<file path="config.mk">
export PLATFORM = sky130hd
export DESIGN_NAME = latch_dump_sequencer
export DESIGN_NICKNAME = d
export VERILOG_FILES = /design/src/rtl/latch_dump_sequencer.sv
export SDC_FILE = /design/constraint.sdc
export NUM_CORES = 1
export LEC_CHECK = 0
export ABC_AREA = 1
export ABC_CLOCK_PERIOD_IN_PS = 2700
export CAP_MARGIN = 20
export CORE_MARGIN = 2
export CORE_UTILIZATION = 55
export CTS_BUF_LIST = sky130_fd_sc_hd__clkbuf_4
export CTS_CLUSTER_SIZE = 25
export DETAILED_ROUTE_END_ITERATION = 6
export PLACE_DENSITY = 0.83
export REMOVE_ABC_BUFFERS = 1
export SLEW_MARGIN = 15
export SYNTH_ARGS = -nofsm -noshare
export SYNTH_HDL_FRONTEND = slang
export SYNTH_SLANG_ARGS = --single-unit
</file>
<file path="constraint.sdc">
create_clock -name clk -period 2.7 [get_ports clk]
set_input_delay 0.675 -clock clk [delete_from_list [all_inputs] [get_ports clk]]
set_output_delay 0.675 -clock clk [all_outputs]
set_load 0.02 [all_outputs]
</file>
<file path="src/rtl/latch_dump_sequencer.sv">
// Debug-unit frame dumper: walks the latch-mux selector table, captures each
// 32-bit word into a shadow register and streams it LSB-first to the UART.
module latch_dump_sequencer #(
  parameter int unsigned MUX_LAT  = 1,
  parameter logic [7:0]  HDR_BYTE = 8'hA5,
  parameter bit          SEND_HDR = 1'b1
) (
  input  logic        clk,
  input  logic        rst,
  input  logic        dump_req,
  output logic [6:0]  mux_sel,
  input  logic [31:0] mux_data,
  output logic [7:0]  tx_data,
  output logic        tx_start,
  input  logic        tx_done,
  output logic        busy,
  output logic        done,
  output logic [4:0]  word_idx
);

  localparam int unsigned CNT_W    = (MUX_LAT > 1) ? $clog2(MUX_LAT) : 1;
  localparam logic [4:0]  LAST_IDX = 5'd18;

  typedef enum logic [3:0] {
    S_IDLE,
    S_HDR,
    S_HDR_WAIT,
    S_SEL,
    S_SETTLE,
    S_CAPTURE,
    S_BSEND,
    S_BWAIT,
    S_NEXT,
    S_DONE
  } state_e;

  // Only listed codes are legal; anything else makes the mux float (22 included).
  function automatic logic [6:0] code_at(input logic [4:0] idx);
    case (idx)
      5'd0:    return 7'h00;
      5'd1:    return 7'h01;
      5'd2:    return 7'h10;
      5'd3:    return 7'h11;
      5'd4:    return 7'h12;
      5'd5:    return 7'h13;
      5'd6:    return 7'h14;
      5'd7:    return 7'h15;
      5'd8:    return 7'h20;
      5'd9:    return 7'h21;
      5'd10:   return 7'h23;
      5'd11:   return 7'h24;
      5'd12:   return 7'h25;
      5'd13:   return 7'h30;
      5'd14:   return 7'h31;
      5'd15:   return 7'h32;
      5'd16:   return 7'h33;
      5'd17:   return 7'h40;
      5'd18:   return 7'h41;
      default: return 7'h00;
    endcase
  endfunction

  state_e             state_q,      state_d;
  logic [6:0]         mux_sel_q,    mux_sel_d;
  logic [7:0]         tx_data_q,    tx_data_d;
  logic               tx_start_q,   tx_start_d;
  logic               busy_q,       busy_d;
  logic               done_q,       done_d;
  logic [4:0]         word_idx_q,   word_idx_d;
  logic [1:0]         byte_cnt_q,   byte_cnt_d;
  logic [CNT_W-1:0]   settle_cnt_q, settle_cnt_d;
  logic [31:0]        shadow_q,     shadow_d;
  logic [1:0]         next_byte;

  assign next_byte = byte_cnt_q + 2'd1;

  // NOTE: state registers use non-blocking assignments so every flop samples
  // pre-edge values; blocking here would let later flops see updated ones.
  always_ff @(posedge clk or posedge rst) begin
    if (rst) begin
      state_q      <= S_IDLE;
      mux_sel_q    <= 7'h00;
      tx_data_q    <= 8'h00;
      tx_start_q   <= 1'b0;
      busy_q       <= 1'b0;
      done_q       <= 1'b0;
      word_idx_q   <= 5'd0;
      byte_cnt_q   <= 2'd0;
      settle_cnt_q <= '0;
      shadow_q     <= 32'h0;
    end else begin
      state_q      <= state_d;
      mux_sel_q    <= mux_sel_d;
      tx_data_q    <= tx_data_d;
      tx_start_q   <= tx_start_d;
      busy_q       <= busy_d;
      done_q       <= done_d;
      word_idx_q   <= word_idx_d;
      byte_cnt_q   <= byte_cnt_d;
      settle_cnt_q <= settle_cnt_d;
      shadow_q     <= shadow_d;
    end
  end

  // tx_start and done are loaded on entry to HDR/BSEND/DONE, so the pulse
  // coincides with that state and a same-cycle tx_done is not in a WAIT state.
  always_comb begin
    // NOTE: every comb output gets a default first, so no path can infer a latch.
    state_d      = state_q;
    mux_sel_d    = mux_sel_q;
    tx_data_d    = tx_data_q;
    tx_start_d   = 1'b0;
    busy_d       = busy_q;
    done_d       = 1'b0;
    word_idx_d   = word_idx_q;
    byte_cnt_d   = byte_cnt_q;
    settle_cnt_d = settle_cnt_q;
    shadow_d     = shadow_q;

    case (state_q)
      S_IDLE: begin
        if (dump_req) begin
          busy_d     = 1'b1;
          word_idx_d = 5'd0;
          if (SEND_HDR) begin
            tx_start_d = 1'b1;
            tx_data_d  = HDR_BYTE;
            state_d    = S_HDR;
          end else begin
            state_d = S_SEL;
          end
        end
      end

      S_HDR: state_d = S_HDR_WAIT;

      S_HDR_WAIT: begin
        if (tx_done) state_d = S_SEL;
      end

      S_SEL: begin
        mux_sel_d    = code_at(word_idx_q);
        settle_cnt_d = '0;
        state_d      = (MUX_LAT == 0) ? S_CAPTURE : S_SETTLE;
      end

      // SETTLE plus CAPTURE give MUX_LAT+1 edges between the select change and the sample.
      S_SETTLE: begin
        if (settle_cnt_q == CNT_W'(MUX_LAT - 1)) begin
          state_d = S_CAPTURE;
        end else begin
          settle_cnt_d = settle_cnt_q + 1'b1;
        end
      end

      S_CAPTURE: begin
        shadow_d   = mux_data;
        byte_cnt_d = 2'd0;
        tx_data_d  = mux_data[7:0];
        tx_start_d = 1'b1;
        state_d    = S_BSEND;
      end

      S_BSEND: state_d = S_BWAIT;

      S_BWAIT: begin
        if (tx_done) begin
          if (byte_cnt_q != 2'd3) begin
            byte_cnt_d = next_byte;
            tx_data_d  = shadow_q[{next_byte, 3'b000} +: 8];
            tx_start_d = 1'b1;
            state_d    = S_BSEND;
          end else begin
            state_d = S_NEXT;
          end
        end
      end

      S_NEXT: begin
        if (word_idx_q == LAST_IDX) begin
          done_d     = 1'b1;
          busy_d     = 1'b0;
          mux_sel_d  = 7'h00;
          word_idx_d = 5'd0;
          state_d    = S_DONE;
        end else begin
          word_idx_d = word_idx_q + 5'd1;
          state_d    = S_SEL;
        end
      end

      S_DONE: state_d = S_IDLE;

      default: state_d = S_IDLE;
    endcase
  end

  assign mux_sel  = mux_sel_q;
  assign tx_data  = tx_data_q;
  assign tx_start = tx_start_q;
  assign busy     = busy_q;
  assign done     = done_q;
  assign word_idx = word_idx_q;

endmodule

</file>
Word level (Yosys, flattened, before mapping)
Memories as Yosys holds them, arrays and structs flattened.
Index checks and enable logic that the tools add are counted.

storage, ports and cells
  register bits after elaboration = 62
  output and inout bits = 23
  word-level logic and storage cells = 73
  ROM bits = 192
  input bits = 36
  memories kept = 1

memories
  memory           words  width  read ports  clocked after Yosys merged registers in  write ports  RTL line  text
  (no name shown)  32     6      1           0                                        0            39        case (idx)

operators by class
  reduce and logical (&&, ||, !) cells = 12
  multiplexer cells = 30
  shift-type cells = 1
  equal/unequal tests = 16
  add/sub/neg operators = 3

operators by type and width
  cell                                                 count
  one-hot mux 4 bit (9 select lines)                   1
  variable part select 32 x 6 -> 8 bit                 1
  2-to-1 mux 4 bit                                     6
  2-to-1 mux 8 bit                                     3
  one-hot mux 8 bit (3 select lines)                   1
  equality test 4 x 3 -> 1 bit, second input constant  4
  inequality test 2 bit, second input constant         7
  one-hot mux 7 bit (2 select lines)                   1
  2-to-1 mux 5 bit                                     2
  one-hot mux 5 bit (2 select lines)                   1
  equality test 4 x 2 -> 1 bit, second input constant  2
  2-to-1 mux 1 bit                                     8
  AND reduction 4 bit                                  2
  nonzero test 2 bit                                   4
  2-to-1 mux 7 bit                                     1
  AND reduction 3 bit                                  2
  adder 5 x 1 -> 5 bit, second input constant          1
  equality test 5 bit, second input constant           1
  equality test 4 x 1 -> 1 bit, second input constant  1
  equality test 4 bit, second input constant           1
  zero test 4 bit                                      1
  2-to-1 mux 2 bit                                     2
  one-hot mux 1 bit (2 select lines)                   2
  one-hot mux 2 bit (2 select lines)                   1
  5 further kinds                                      6

Longest topological paths before layout
  depth after elaboration = 5
  depth in mapped cells = 10
  depth with buffers taken out = 9

Worst setup path before layout
Ideal clock, no wire load.

  path kind = reg-to-reg
  start = reg word_idx_q[0] (netlist: word_idx[0])
  end = reg state_q[1]
  setup time = 0.120 ns
  buffers on the path = 0
  period minus slack after synthesis = 1.445 ns
  arrival = 1.324 ns
  stages on the path, launching flop included = 10
  path slack = 1.255 ns
  data required time = 2.580 ns
  cell sequence = dfrtp_1 -> inv_1 -> ha_1 -> inv_1 -> nor2_1 -> nand2_1 -> nand2_1 -> nand2_1 -> o21ai_1 -> nand2_1

between the ends
  longest elaborated chain between the ends = 3

ends and longest elaborated chain
  item                                RTL line  text
  start, declared                     69        logic [4:0] word_idx_q, word_idx_d;
  start signal, assigned              98        word_idx_q <= word_idx_d;
  equality test 5 bit                 180       if (word_idx_q == LAST_IDX) begin
  2-to-1 mux 4 bit                    180
  one-hot mux 4 bit (9 select lines)  120       case (state_q)
  end signal, assigned                92        state_q <= state_d;
  end, declared                       63        state_e state_q, state_d;

Every way passes these cells.
A chain may end at the register's enable or synchronous reset.

Worst setup path after layout
  start = reg word_idx_q[3] (netlist: word_idx[3])
  end = out word_idx[3]

RTL lines
  item           RTL line  text
  end, declared  18        output logic [4:0] word_idx

No word-level cell between the ends.

==> metrics.yaml <==
synth_edf_count: 0
via_per_inst: 5.19
crit_fanout: 12
post-place-ws_ns: 0.548
cp_data_arrival_time_ns: 1.64
synth_compound_area_frac: 0.125
slowest_delay_ns: 0.68
ff_latch_area_um2: 1500
start_kind: "register"
ys_ff_latch: 60
setup_viol: 0
cp.required_ns: 2.03
place_inst: 536
cap_violations: 0
p_sw_frac: 0.431
cts_resized: 0
clockBufferDepth: 2
drive_above_1_share: 0.140
ys_types: 27
cts_root_buffer: "clkbuf_4"
crit_type: "register to output pin"
drv_slew: 0
power_frac_comb: 0.488
synth_top_family_by_area: "simple AND/OR/NAND/NOR gates"
drtPass1Iterations: 4
seq_power_share: 0.364
muxShareOfSynthArea: 0
synth-xor-area-share: 0.00260
io_buffer_count: 57
cts_setup_buffers: 0
tightest_slew_ns: 0.756
postSynthAreaPerCell_um2: 7.97
grt_max_degree: 65
grt_overflow_total: 0
max_freq_mhz: 432
hold_class: "register to register"
relSlewSlack: 0.496
finalWorstSetupSlack_ns: 0.383
synth_seq_area_share: 0.446
cp_num_buf_inv: 1
syn_to_final_growth_pct: 19.1
antenna_found_initial: 0
hold_viol: 0
initial_core_util: 0.569
end_kind: "output pin"
routedWlPerCell_um: 13.5
power.density_nw_per_um2: 1040
rsz0062_at_grt: "false"
place_hpwl_mm: 5.24
grt_pass1_vias: 2687
min_period_ns: 2.32
holdWs_ns: 0.519
cts.clk_slew.worst_paths_ns: 0.10
crit_slowest_cell: "clkdlybuf4s50_1"
ant_nets: 0
p_int_uw: 2370
synth-simple-area-share: 0.283
chipHeight_um: 82.3
fp.dieArea_um2: 6770
path_delay_family: "buffers and inverters"
grt_pass1_wl_mm: 12.3
yosys.area_share.adder: 0.0186
fillCellCount: 515
yosysWarnings: 0
netlist_area_um2: 3370
rows: 28
grt_usage: 0.242
fin_crit_sh: 0.858
num_antenna_cells: 0
numCtsBuffers: 9
outcome: "complete, no violations"
nets: 513
leakage_uw: 0.00198
io-pin-count: 59
power_uw: 4170
ctsHtreeMaxLevel: 3
routed_wl_mm: 7.43
drt_iter0_markers: 142
drc: 0
clk_latency_ns: 0.40
ys_async_sr_fraction: 1.00
die_x_um: 82.3
syn_inst: 423
clock-sinks: 60
synth_ff_type: "dfrtp_1"
tritoncts: "yes"
p_sw_uw: 1800
gp_congestion: 0.877
fin_tns_setup_ns: 0
layout.cells.non_filler: 552
vias: 2863
core_area_um2: 5920
finalClockSkew_ns: 0.0117
vdd_drop_max_uv: 641
crit_chain: "clkdlybuf4s50_1"
multi_input_area_um2: 1460
clockPowerShare: 0.148
holdBufCountCts: 0
-- cell type report --
| class | count | share of cell area |
|---|---|---|
| Sequential cell | 60 | 0.374 |
| Multi-Input combinational cell | 283 | 0.363 |
| Timing Repair Buffer | 59 | 0.152 |
| Inverter | 59 | 0.0552 |
| Tap cell | 75 | 0.0234 |
| Clock buffer | 10 | 0.0187 |
| Clock inverter | 6 | 0.0137 |
-- cell usage after synthesis, types with 2 or more instances --
master | count | area share
a21oi_1 | 6 | 0.0089
buf_2 | 3 | 0.0045
buf_4 | 6 | 0.013
buf_6 | 12 | 0.040
dfrtp_1 | 60 | 0.45
ha_1 | 5 | 0.019
inv_1 | 54 | 0.060
inv_2 | 5 | 0.0056
nand2_1 | 145 | 0.16
nand2_2 | 3 | 0.0056
nand3_1 | 34 | 0.051
nand3_2 | 3 | 0.0089
nand3b_1 | 2 | 0.0045
nand4_1 | 12 | 0.022
nor2_1 | 11 | 0.012
nor2_2 | 5 | 0.0093
o211ai_1 | 5 | 0.011
o21ai_0 | 9 | 0.013
o21ai_1 | 5 | 0.0074
o21ai_2 | 30 | 0.078
o22ai_1 | 2 | 0.0037
-- state kept, by name, summed over array words and instances, names as in the netlist --
| name | count |
|---|---|
| shadow_q | 32 |
| tx_data | 8 |
| mux_sel | 6 |
| word_idx | 5 |
| state_q | 4 |
| byte_cnt_q | 2 |
| busy | 1 |
| done | 1 |
| tx_start | 1 |
-- power by group through the flow --
stage / logic [uW] / registers (uW) / clock network, uW
2_1_floorplan: 1310 / 1590 / 0
3_3_place_gp: 1960 / 1520 / 0
3_5_place_dp: 2030 / 1540 / 0
4_1_cts: 2050 / 1520 / 625
5_1_grt: 2290 / 1560 / 662
6_report: 2030 / 1520 / 616
-- stage by stage --
stage / instance area [um2] / utilization
finish: 4010 / 0.678
floorplan: 3170 / -
global route: 4010 / 0.678
detailed placement: 3880 / 0.656
CTS: 4010 / 0.678
global placement: 3880 / 0.656
-- final timing paths --
path,startpoint,endpoint,slack [ns],cells after the start
setup reg to reg,byte_cnt_q[0],tx_data[7],0.53,8
hold / removal,mux_sel[1],mux_sel[1],0.52,2
min in group asynchronous,rst,shadow_q[18],0.63,3
hold reg to reg,mux_sel[1],mux_sel[1],0.52,2
setup / recovery,word_idx[3],word_idx[3],0.38,1
max in group asynchronous,rst,tx_data[4],1.79,3
-- placed cells by master (no fill, tap or decap), drive strengths merged --
cell type and n:
nand4 12, nand3b 2, dfrtp 60, clkinv 4, clkbuf 10, conb 1, o21ai 44, o22ai 2
inv 59, nor2 17, nand2 149, nand3 37, or2 1, clkinvlp 1, clkdlybuf4s50 57, bufinv 1
xor2 1, o211ai 5, a21oi 7, ha 5, buf 2
-- routing by layer --
layer  vias to the layer above  part of all wire  track usage  routed length (um)
met3                        11             0.044       0.0391                 325
met2                        79              0.50        0.402                3710
met5                         -                 0            0                   0
met1                      1337              0.44        0.314                3280
met4                         0             0.016       0.0967                 119
li1                       1436                 -            -                   -
-- kinds of logic after synthesis --
logic type | Yosys count
AOI/OAI and AO/OA | 58
buffers and inverters | 80
adders and majority gates | 5
xor gates and xnor gates | 1
DFF | 60
other | 1
and+or+nand+nor | 218
(Power assumes the default switching activity.)
